--- config.mk ---
export PLATFORM = sky130hd
export DESIGN_NAME = axi_write_arbiter_flat
export DESIGN_NICKNAME = d
export VERILOG_FILES = /design/src/rtl/axi_warb_pkg.sv /design/src/rtl/axi_write_arbiter_if.sv /design/src/rtl/axi_write_arbiter_rr_arb2.sv /design/src/rtl/axi_write_arbiter.sv /design/src/flat_wrapper.sv
export SDC_FILE = /design/constraint.sdc
export NUM_CORES = 1
export LEC_CHECK = 0
export CAP_MARGIN = 30
export CORE_AREA = 2 2 145 147
export DETAILED_ROUTE_END_ITERATION = 12
export DIE_AREA = 0 0 147 149
export PLACE_DENSITY = 0.55
export SYNTH_ARGS = -nofsm -noshare
export SYNTH_HDL_FRONTEND = slang
export SYNTH_SLANG_ARGS = --single-unit
--- constraint.sdc ---
create_clock -name clk -period 5.8 [get_ports clk]
set_clock_uncertainty 0.2 [all_clocks]
set_input_delay 1.16 -clock clk [delete_from_list [all_inputs] [get_ports clk]]
set_output_delay 1.16 -clock clk [all_outputs]
set_load 0.03 [all_outputs]
--- src/rtl/axi_warb_pkg.sv ---
// axi_warb_pkg: shared types and constants for axi_write_arbiter.
//   warb_state_e    : sequencer state (IDLE -> ADDR -> DATA -> RESP)
//   BRESP_*         : AXI write response codes
//   TIMEOUT_CYCLES  : RESP watchdog limit (used with AXI_WARB_TIMEOUT_EN)
package axi_warb_pkg;
  typedef enum logic [1:0] {
    ST_IDLE = 2'd0,
    ST_ADDR = 2'd1,
    ST_DATA = 2'd2,
    ST_RESP = 2'd3
  } warb_state_e;

  localparam logic [1:0]  BRESP_OKAY     = 2'b00;
  localparam logic [1:0]  BRESP_SLVERR   = 2'b10;
  localparam int unsigned TIMEOUT_CYCLES = 255;
endpackage

--- src/rtl/axi_write_arbiter_if.sv ---
// axi_write_arbiter_if: requester-side and downstream AW/W/B signals.
//   Params : AW address width, DW data width (strobe = DW/8)
//   rq_*   : two requesters, requester i in packed slice [i]
//   m_*    : single downstream write slave
//   master : arbiter view (drives m_* requests and rq_* ready/resp)
//   slave  : environment view (the opposite directions)
interface axi_write_arbiter_if #(
  parameter int AW = 32,
  parameter int DW = 64
);
  logic [1:0]                rq_awvalid;
  logic [1:0]                rq_awready;
  logic [1:0][AW-1:0]        rq_awaddr;
  logic [1:0][7:0]           rq_awlen;
  logic [1:0][2:0]           rq_awsize;
  logic [1:0][1:0]           rq_awburst;
  logic [1:0]                rq_wvalid;
  logic [1:0]                rq_wready;
  logic [1:0][DW-1:0]        rq_wdata;
  logic [1:0][DW/8-1:0]      rq_wstrb;
  logic [1:0]                rq_bvalid;
  logic [1:0]                rq_bready;
  logic [1:0]                rq_bresp;

  logic                      m_awvalid;
  logic                      m_awready;
  logic [AW-1:0]             m_awaddr;
  logic [7:0]                m_awlen;
  logic [2:0]                m_awsize;
  logic [1:0]                m_awburst;
  logic                      m_wvalid;
  logic                      m_wready;
  logic [DW-1:0]             m_wdata;
  logic [DW/8-1:0]           m_wstrb;
  logic                      m_wlast;
  logic                      m_bvalid;
  logic                      m_bready;
  logic [1:0]                m_bresp;

  modport master (
    input  rq_awvalid, rq_awaddr, rq_awlen, rq_awsize, rq_awburst,
    output rq_awready,
    input  rq_wvalid, rq_wdata, rq_wstrb,
    output rq_wready,
    output rq_bvalid, rq_bresp,
    input  rq_bready,
    output m_awvalid, m_awaddr, m_awlen, m_awsize, m_awburst,
    input  m_awready,
    output m_wvalid, m_wdata, m_wstrb, m_wlast,
    input  m_wready,
    input  m_bvalid, m_bresp,
    output m_bready
  );

  modport slave (
    output rq_awvalid, rq_awaddr, rq_awlen, rq_awsize, rq_awburst,
    input  rq_awready,
    output rq_wvalid, rq_wdata, rq_wstrb,
    input  rq_wready,
    input  rq_bvalid, rq_bresp,
    output rq_bready,
    input  m_awvalid, m_awaddr, m_awlen, m_awsize, m_awburst,
    output m_awready,
    input  m_wvalid, m_wdata, m_wstrb, m_wlast,
    output m_wready,
    output m_bvalid, m_bresp,
    input  m_bready
  );
endinterface

--- src/rtl/axi_write_arbiter_rr_arb2.sv ---
// rr_arb2: two-input round-robin selector.
//   i_req        : request vector
//   i_last_grant : index of the requester granted last
//   o_gnt        : one-hot grant (zero when nothing requests)
module rr_arb2 (
  input  logic [1:0] i_req,
  input  logic       i_last_grant,
  output logic [1:0] o_gnt
);
  always_comb begin
    o_gnt = i_req;
    // on a tie the requester not granted last wins
    if (&i_req) o_gnt = i_last_grant ? 2'b01 : 2'b10;
  end
endmodule

--- src/rtl/axi_write_arbiter.sv ---
// axi_write_arbiter: grants one whole AXI write burst at a time to one of
// two requesters (round-robin), issues AW, steers W with generated WLAST,
// and routes B back to the winner.
//   clk     : clock, rising edge
//   resetn  : asynchronous active-low reset
//   bus     : axi_write_arbiter_if.master (rq_* requester side, m_* slave side)
//   timeout_o : one-cycle pulse after a watchdog-forced response
//               (present only when AXI_WARB_TIMEOUT_EN is defined)
// Build option AXI_WARB_TIMEOUT_EN: RESP watchdog that answers SLVERR when
// the slave stays silent for TIMEOUT_CYCLES cycles.
module axi_write_arbiter
  import axi_warb_pkg::*;
(
  input  logic clk,
  input  logic resetn,
  axi_write_arbiter_if.master bus
`ifdef AXI_WARB_TIMEOUT_EN
  ,
  output logic timeout_o
`endif
);

  warb_state_e r_state, w_nstate;
  // Winner of the current burst; also serves as last_grant for the
  // arbiter since both always hold the same value.
  logic        r_grant;
  logic [7:0]  r_cnt;
  logic [1:0]  w_gnt;
  logic        w_gidx;
  logic        w_req_any;
  logic        w_whs;
  logic        w_tmo;

  rr_arb2 u_arb (
    .i_req        (bus.rq_awvalid),
    .i_last_grant (r_grant),
    .o_gnt        (w_gnt)
  );

  assign w_gidx    = w_gnt[1];
  assign w_req_any = |bus.rq_awvalid;
  assign w_whs     = bus.rq_wvalid[r_grant] & bus.m_wready;

`ifdef AXI_WARB_TIMEOUT_EN
  logic [7:0] r_wdog;
  logic       r_timeout;

  assign w_tmo     = (r_state == ST_RESP) && (r_wdog == 8'(TIMEOUT_CYCLES));
  assign timeout_o = r_timeout;

  always_ff @(posedge clk or negedge resetn) begin
    if (!resetn) begin
      r_wdog    <= '0;
      r_timeout <= 1'b0;
    end else begin
      r_timeout <= w_tmo & bus.rq_bready[r_grant];
      if (r_state != ST_RESP)             r_wdog <= '0;
      else if (!bus.m_bvalid && !w_tmo)   r_wdog <= r_wdog + 8'd1;
    end
  end
`else
  assign w_tmo = 1'b0;
`endif

  always_comb begin
    w_nstate       = r_state;
    bus.rq_awready = '0;
    bus.m_awvalid  = 1'b0;
    bus.m_wvalid   = 1'b0;
    bus.m_wdata    = '0;
    bus.m_wstrb    = '0;
    bus.m_wlast    = 1'b0;
    bus.rq_wready  = '0;
    bus.m_bready   = 1'b0;
    bus.rq_bvalid  = '0;
    bus.rq_bresp   = BRESP_OKAY;
    case (r_state)
      ST_IDLE: begin
        // gated so every output reads 0 while reset is held
        bus.rq_awready = w_gnt & {2{resetn}};
        if (w_req_any) w_nstate = ST_ADDR;
      end
      ST_ADDR: begin
        bus.m_awvalid = 1'b1;
        if (bus.m_awready) w_nstate = ST_DATA;
      end
      ST_DATA: begin
        bus.m_wvalid           = bus.rq_wvalid[r_grant];
        bus.m_wdata            = bus.rq_wdata[r_grant];
        bus.m_wstrb            = bus.rq_wstrb[r_grant];
        bus.m_wlast            = (r_cnt == 8'd0);
        bus.rq_wready[r_grant] = bus.m_wready;
        if (w_whs && r_cnt == 8'd0) w_nstate = ST_RESP;
      end
      ST_RESP: begin
        if (w_tmo) begin
          // slave never answered: fabricate SLVERR, keep slave side quiet
          bus.rq_bvalid[r_grant] = 1'b1;
          bus.rq_bresp           = BRESP_SLVERR;
          if (bus.rq_bready[r_grant]) w_nstate = ST_IDLE;
        end else begin
          bus.m_bready           = bus.rq_bready[r_grant];
          bus.rq_bvalid[r_grant] = bus.m_bvalid;
          bus.rq_bresp           = bus.m_bresp;
          if (bus.m_bvalid && bus.rq_bready[r_grant]) w_nstate = ST_IDLE;
        end
      end
      default: w_nstate = ST_IDLE;
    endcase
  end

  always_ff @(posedge clk or negedge resetn) begin
    if (!resetn) begin
      r_state       <= ST_IDLE;
      r_grant       <= 1'b1;
      r_cnt         <= '0;
      bus.m_awaddr  <= '0;
      bus.m_awlen   <= '0;
      bus.m_awsize  <= '0;
      bus.m_awburst <= '0;
    end else begin
      r_state <= w_nstate;
      if (r_state == ST_IDLE && w_req_any) begin
        r_grant       <= w_gidx;
        r_cnt         <= bus.rq_awlen[w_gidx];
        bus.m_awaddr  <= bus.rq_awaddr[w_gidx];
        bus.m_awlen   <= bus.rq_awlen[w_gidx];
        bus.m_awsize  <= bus.rq_awsize[w_gidx];
        bus.m_awburst <= bus.rq_awburst[w_gidx];
      end else if (r_state == ST_DATA && w_whs && r_cnt != 8'd0) begin
        r_cnt <= r_cnt - 8'd1;
      end
    end
  end

endmodule

--- src/flat_wrapper.sv ---
// flat-port wrapper written by rule: the top's interface ports become plain ports
module axi_write_arbiter_flat import axi_warb_pkg::*;
  (clk, resetn, bus_rq_awvalid, bus_rq_awaddr, bus_rq_awlen, bus_rq_awsize, bus_rq_awburst, bus_rq_awready, bus_rq_wvalid, bus_rq_wdata, bus_rq_wstrb, bus_rq_wready, bus_rq_bvalid, bus_rq_bresp, bus_rq_bready, bus_m_awvalid, bus_m_awaddr, bus_m_awlen, bus_m_awsize, bus_m_awburst, bus_m_awready, bus_m_wvalid, bus_m_wdata, bus_m_wstrb, bus_m_wlast, bus_m_wready, bus_m_bvalid, bus_m_bresp, bus_m_bready);
  axi_write_arbiter_if #(.AW(32), .DW(64)) bus_i ();
  input  logic clk;
  input  logic resetn;
  input wire logic [$bits(bus_i.rq_awvalid)-1:0] bus_rq_awvalid;
  input wire logic [$bits(bus_i.rq_awaddr)-1:0] bus_rq_awaddr;
  input wire logic [$bits(bus_i.rq_awlen)-1:0] bus_rq_awlen;
  input wire logic [$bits(bus_i.rq_awsize)-1:0] bus_rq_awsize;
  input wire logic [$bits(bus_i.rq_awburst)-1:0] bus_rq_awburst;
  output wire logic [$bits(bus_i.rq_awready)-1:0] bus_rq_awready;
  input wire logic [$bits(bus_i.rq_wvalid)-1:0] bus_rq_wvalid;
  input wire logic [$bits(bus_i.rq_wdata)-1:0] bus_rq_wdata;
  input wire logic [$bits(bus_i.rq_wstrb)-1:0] bus_rq_wstrb;
  output wire logic [$bits(bus_i.rq_wready)-1:0] bus_rq_wready;
  output wire logic [$bits(bus_i.rq_bvalid)-1:0] bus_rq_bvalid;
  output wire logic [$bits(bus_i.rq_bresp)-1:0] bus_rq_bresp;
  input wire logic [$bits(bus_i.rq_bready)-1:0] bus_rq_bready;
  output wire logic [$bits(bus_i.m_awvalid)-1:0] bus_m_awvalid;
  output wire logic [$bits(bus_i.m_awaddr)-1:0] bus_m_awaddr;
  output wire logic [$bits(bus_i.m_awlen)-1:0] bus_m_awlen;
  output wire logic [$bits(bus_i.m_awsize)-1:0] bus_m_awsize;
  output wire logic [$bits(bus_i.m_awburst)-1:0] bus_m_awburst;
  input wire logic [$bits(bus_i.m_awready)-1:0] bus_m_awready;
  output wire logic [$bits(bus_i.m_wvalid)-1:0] bus_m_wvalid;
  output wire logic [$bits(bus_i.m_wdata)-1:0] bus_m_wdata;
  output wire logic [$bits(bus_i.m_wstrb)-1:0] bus_m_wstrb;
  output wire logic [$bits(bus_i.m_wlast)-1:0] bus_m_wlast;
  input wire logic [$bits(bus_i.m_wready)-1:0] bus_m_wready;
  input wire logic [$bits(bus_i.m_bvalid)-1:0] bus_m_bvalid;
  input wire logic [$bits(bus_i.m_bresp)-1:0] bus_m_bresp;
  output wire logic [$bits(bus_i.m_bready)-1:0] bus_m_bready;
  assign bus_i.rq_awvalid = bus_rq_awvalid;
  assign bus_i.rq_awaddr = bus_rq_awaddr;
  assign bus_i.rq_awlen = bus_rq_awlen;
  assign bus_i.rq_awsize = bus_rq_awsize;
  assign bus_i.rq_awburst = bus_rq_awburst;
  assign bus_rq_awready = bus_i.rq_awready;
  assign bus_i.rq_wvalid = bus_rq_wvalid;
  assign bus_i.rq_wdata = bus_rq_wdata;
  assign bus_i.rq_wstrb = bus_rq_wstrb;
  assign bus_rq_wready = bus_i.rq_wready;
  assign bus_rq_bvalid = bus_i.rq_bvalid;
  assign bus_rq_bresp = bus_i.rq_bresp;
  assign bus_i.rq_bready = bus_rq_bready;
  assign bus_m_awvalid = bus_i.m_awvalid;
  assign bus_m_awaddr = bus_i.m_awaddr;
  assign bus_m_awlen = bus_i.m_awlen;
  assign bus_m_awsize = bus_i.m_awsize;
  assign bus_m_awburst = bus_i.m_awburst;
  assign bus_i.m_awready = bus_m_awready;
  assign bus_m_wvalid = bus_i.m_wvalid;
  assign bus_m_wdata = bus_i.m_wdata;
  assign bus_m_wstrb = bus_i.m_wstrb;
  assign bus_m_wlast = bus_i.m_wlast;
  assign bus_i.m_wready = bus_m_wready;
  assign bus_i.m_bvalid = bus_m_bvalid;
  assign bus_i.m_bresp = bus_m_bresp;
  assign bus_m_bready = bus_i.m_bready;
  axi_write_arbiter u_core (.clk(clk), .resetn(resetn), .bus(bus_i));
endmodule
Word-level counts from Yosys, hierarchy flattened

Index checks and enable logic that the tools add are counted.

Bits in registers: 56
Bits in latches: 0
RAM bits: 0
Memory bits (read-only): 0
Input bits: 247
Output and inout bits: 129
Word-level logic and storage cells: 72
Memories: 0

Add/subtract/negate cells: 1
Multipliers: 0
Div/mod/pow operators: 0
Order comparisons: 3
Eq/ne operators: 7
Shifts and indexed selects: 0
Muxes and demuxes: 37
Bitwise operators: 4
Reduce and logical (&&, ||, !) cells: 13

Operators by type and width:

| operator              | number |
|---|---|
| $mux W64              | 3 |
| $mux W32              | 2 |
| $mux W8               | 7 |
| $mux W2               | 12 |
| $mux W1               | 9 |
| $logic_not A8 Y1      | 1 |
| $pmux W2 S4           | 1 |
| $reduce_bool A8 Y1    | 1 |
| $sub A8 B1 Y8 const B | 1 |
| $and A2 B2 Y2         | 3 |
| $logic_and A1 B1 Y1   | 6 |
| $mux W3               | 2 |
| $ne A2 B1 Y1 const B  | 3 |
| $eq A2 B2 Y1 const B  | 2 |
| $lt A1 B2 Y1 const B  | 2 |
| $reduce_and A4 Y1     | 1 |
| $eq A2 B1 Y1 const B  | 1 |
| $logic_not A2 Y1      | 1 |
| $ne A2 B2 Y1 const B  | 1 |
| $reduce_and A2 Y1     | 1 |
| $reduce_bool A2 Y1    | 1 |
| $reduce_or A2 Y1      | 1 |
| $and A1 B1 Y1         | 1 |
| $demux W1 S1          | 1 |
| $ge A1 B1 Y1 const B  | 1 |

Logic depth before layout (Yosys ltp)

Depth in word-level cells: 7
Gate-level depth with buffers: 8
Mapped depth without buffers: 6

By module

Synthesis repeated with hierarchy kept, for this count alone.

Cell total of the unflattened synthesis: 458
Area, all modules: 3953.8 µm²

Modules (own cells, without submodules):

| module            | times used | cells each | area each (µm²) | seq. area each (µm²) |
|---|---|---|---|---|
| axi_write_arbiter | 1          | 455        | 3935.0          | 1402.6 |
| rr_arb2           | 1          | 3          | 18.8            | 0.0 |

Worst setup path before layout

No wires, ideal clock.

Path type: input to output
From: input port bus_rq_awvalid[1]
To: output port bus_rq_awready[1]
Arrival: 2488 ps
Path slack: 1952 ps
Cell stages on the path: 5
Cell sequence: clkbuf_1 a21boi_0 clkbuf_1 clkbuf_1 and3_1

Cells in the longest elaborated chain, start to end: 4

Ends and longest elaborated chain:

| element            | line                            | source |
|---|---|---|
| start: declaration | flat_wrapper.sv:7               | `input wire logic [$bits(bus_i.rq_awvalid)-1:0] bus_rq_awvalid;` |
| $reduce_and A2 Y1  | axi_write_arbiter_rr_arb2.sv:13 | `if (&i_req) o_gnt = i_last_grant ? 2'b01 : 2'b10;` |
| $mux W2 (*)        | axi_write_arbiter_rr_arb2.sv:13 |  |
| $and A2 B2 Y2 (*)  | axi_write_arbiter.sv:80         | `bus.rq_awready = w_gnt & {2{resetn}};` |
| $mux W2 (*)        | axi_write_arbiter.sv:77         | `case (r_state)` |
| end: declaration   | flat_wrapper.sv:12              | `output wire logic [$bits(bus_i.rq_awready)-1:0] bus_rq_awready;` |

Mark *: on every way between the ends. The rest lies on a longest branch, timed or not.

Worst setup path after layout

From: register u_core.r_grant
To: output port bus_m_wdata[53]

Cells in the longest elaborated chain, start to end: 3

Ends and longest elaborated chain:

| element                                     | line                     | source |
|---|---|---|
| start: declaration                          | axi_write_arbiter.sv:26  | `logic r_grant;` |
| start signal: assignment                    | axi_write_arbiter.sv:124 | `r_grant <= w_gidx;` |
| $mux W64 (not written as such) (2 in a row) | axi_write_arbiter.sv:89  | `bus.m_wdata = bus.rq_wdata[r_grant];` |
| $mux W64                                    | axi_write_arbiter.sv:77  |  |
| end: declaration                            | flat_wrapper.sv:27       | `output wire logic [$bits(bus_i.m_wdata)-1:0] bus_m_wdata;` |

Every way passes these cells. The select of a mux whose other input is x is not followed.

==> flow_metrics.env <==
export IMPL_ys_warn_count=0
export IMPL_worst_slew_margin_rel_pct=38.3
export IMPL_worst_path_max_fanout=43
export IMPL_synth_edff_count=0
export IMPL_port_buffer_count=375
export IMPL_ioPinCount=376
export IMPL_post_route_drc_count=0
export IMPL_cts_root_to_sink_buffers=2
export IMPL_globalRouteTotalUtil_pct=16.4
export IMPL_timing_hold_worst_path_depth=1
export IMPL_worst_ep_required_time_ns=4.44
export IMPL_tritoncts_num_sinks=56
export IMPL_synth_top_cells_by_count="sky130_fd_sc_hd__nor2_1, sky130_fd_sc_hd__nand2_1, sky130_fd_sc_hd__mux2i_1"
export IMPL_setup_worst_path_class="flop to output port"
export IMPL_total_power_mw=3.75
export IMPL_drtIter0Drc=130
export IMPL_drv_cap=0
export IMPL_gp_congestion=0.763
export IMPL_outcome="finished clean"
export IMPL_drt_wl_total_um=19200
export IMPL_async_reset_ff_share_pct=100
export IMPL_final_period_minus_worst_setup_slack_ns=4.27
export IMPL_ys_top_cells_by_area="sky130_fd_sc_hd__dfrtp_1, sky130_fd_sc_hd__mux2i_1, sky130_fd_sc_hd__nor2_1"
export IMPL_antenna_violations_before_repair=7
export IMPL_drt_wl_cell_um=16.9
export IMPL_worstHoldStart="u_core.bus.m_awlen[6]"
export IMPL_fin_nets=1105
export IMPL_cts_tree="yes"
export IMPL_first_pass_grt_wire_length_um=27600
export IMPL_yosys_area_top_type_share_pct=35.3
export IMPL_die_height_um=149
export IMPL_worstReg2RegStart="u_core.r_grant"
export IMPL_grt_setup_unrepaired="no"
export IMPL_netlist_area_um2=3900
export IMPL_cp_end_kind="output port"
export IMPL_postCtsSetupBuffers=0
export IMPL_gr_total_overflow=0
export IMPL_die_x_um=147
export IMPL_die_area_um2=21900
export IMPL_worstRegToRegCells=4
export IMPL_site_row_count=53
export IMPL_grt_pass1_vias=4708
export IMPL_hold_slack_ns=0.281
export IMPL_synth_most_common_cell="sky130_fd_sc_hd__nor2_1"
export IMPL_timing_max_transition_violations_final=0
export IMPL_setup_total_negative_slack_ns=0
export IMPL_hold_viol_final=0
export IMPL_detailedRoute_firstPassIterationCount=4
export IMPL_dpl_cell_count=1120
export IMPL_fmax_mhz=234
export IMPL_clock_latency_ns=0.30
export IMPL_routed_via_count=4743
export IMPL_htree_num_levels=2
export IMPL_count_of_cells_resized_by_post_cts_repair=0
export IMPL_viasPerCell=4.19
export IMPL_hold_path_class="flop to flop"
export IMPL_synthesis_nets=753
export IMPL_synth_ff_type="sky130_fd_sc_hd__dfrtp_1"
export IMPL_p_per_area_nw_per_um2=463
export IMPL_instances_no_fill=1133
export IMPL_synth_seq_cells=56
export IMPL_cts_buffers=5
export IMPL_critical_path_arrival_ns=2.91
export IMPL_post_route_period_util_pct=73.6
export IMPL_start_util_pct=19.0
export IMPL_antenna_violating_nets_post_route=0
export IMPL_multi_input_area_um2=2340
export IMPL_vdd_ir_drop_max_mv=0.209
export IMPL_report_final_setup_viol=0
export IMPL_leakagePower_nw=3.39
export IMPL_ys_types=43
export IMPL_area_growth_pct=107
export IMPL_synthesis_area_per_instance_um2=7.80
export IMPL_layout_filler_cells=2096
export IMPL_netlist_instances=500
export IMPL_worst_r2r_endpoint="u_core.r_cnt[5]"
export IMPL_path_clk_slew_ns=0.07
export IMPL_worst_hold_path_endpoint="u_core.bus.m_awlen[6]"
export IMPL_synth_yosys_seq_area_share_pct=36.0
export IMPL_post_cts_hold_buffer_count=0
export IMPL_critPathLaunchType="flop"
export IMPL_r2r_slack_ns=2.74
export IMPL_detailed_place_hpwl_um=15700
export IMPL_pin_count_of_the_biggest_net_entering_global_routing=69
export IMPL_worstMarginPinSlew_ns=0.924
export IMPL_coreArea_um2=20600
export IMPL_cts_root_buffer="sky130_fd_sc_hd__clkbuf_16"
export IMPL_fraction_of_final_layout_cells_sized_beyond_drive_strength_1_pct=2.93
export IMPL_synth_largest_area_cell="sky130_fd_sc_hd__dfrtp_1"
export IMPL_sequential_cell_area_um2=1410
[flip-flops by register name, indices dropped and copies added, names as in the netlist]
| register | count |
|---|---|
| u_core.r_grant | 1 |
| u_core.r_cnt | 8 |
| u_core.bus.m_awlen | 8 |
| u_core.bus.m_awsize | 3 |
| u_core.bus.m_awburst | 2 |
| u_core.bus.m_awaddr | 32 |
| u_core.r_state | 2 |
[layout make-up]
type	instances	share of cell area, %
multi-input combinational	398	29.0
tap	275	4.25
timing repair buffer	384	47.2
clock inverter	2	0.170
clock buffer	6	1.59
inverter	7	0.325
sequential	56	17.4
antenna	5	0.155
[cell usage in the layout (no fill, tap or decap), drive strengths merged, types with 2 or more instances in the layout]
| cell | instances |
|---|---|
| or2 | 2 |
| inv | 8 |
| and3 | 4 |
| nor2b | 4 |
| or4 | 2 |
| a21oi | 6 |
| mux2i | 75 |
| diode | 5 |
| o21ai | 3 |
| a21boi | 3 |
| a21o | 2 |
| o22a | 2 |
| o211ai | 3 |
| dfrtp | 55 |
| o21a | 5 |
| a31oi | 40 |
| nor3 | 4 |
| xnor2 | 2 |
| clkbuf | 6 |
| nand3 | 7 |
| nand2 | 91 |
| ha | 6 |
| and2 | 3 |
| nor2 | 119 |
| buf | 10 |
| clkdlybuf4s50 | 374 |
[report_power, final]
part	total (mW)	switching [mW]	internal [mW]	leakage, nW
combinational	2.65	1.49	1.16	2.69
sequential	0.789	0.191	0.598	0.631
clock	0.308	0.146	0.162	0.0713
[metrics by stage]
step                instance area (um2)  setup slack [ns]  utilization [%]
finish                             8090              1.53             39.4
floorplan                          3900              1.95                -
detailed placement                 7940              1.58             38.6
global placement                   7940              1.60             38.6
CTS                                8080              1.50             39.3
global route                       8090              1.42             39.3
[worst max-delay path by stage]
stage                      start                 to  slack [ns]
2_1_floorplan  bus_rq_awvalid[1]  bus_rq_awready[1]        1.95
3_3_place_gp   bus_rq_awvalid[1]  bus_rq_awready[1]        1.60
3_5_place_dp   bus_rq_awvalid[1]  bus_rq_awready[1]        1.58
4_1_cts           u_core.r_grant    bus_m_wdata[53]        1.50
5_1_grt           u_core.r_grant    bus_m_wdata[53]        1.42
6_report          u_core.r_grant    bus_m_wdata[53]        1.53
[cell families after synthesis]
| logic type | Yosys count | synth area share (%) |
|---|---|---|
| simple gates | 241 | 25.1 |
| mux | 76 | 19.5 |
| compound gates | 72 | 12.3 |
| flops | 56 | 36.0 |
| buf+inv | 46 | 4.49 |
| fa+ha+maj | 6 | 1.92 |
| xor+xnor | 3 | 0.674 |
[metal layers]
metal / share of wire, % / track usage (%) / up-vias
met5: 0.14 / 0 / -
met4: 0.39 / 2.88 / 4
met3: 9.6 / 6.15 / 12
met2: 52 / 30.5 / 207
met1: 37 / 18.0 / 2115
li1: - / - / 2405
[worst max-delay path, cell delays in order (launching register included)]
cell and delay (ns):
sky130_fd_sc_hd__dfstp_4 1.02, sky130_fd_sc_hd__buf_4 0.49, sky130_fd_sc_hd__mux2i_1 0.14, sky130_fd_sc_hd__nor2_1 0.20
sky130_fd_sc_hd__clkdlybuf4s50_1 0.71
(Power assumes the default switching activity.)
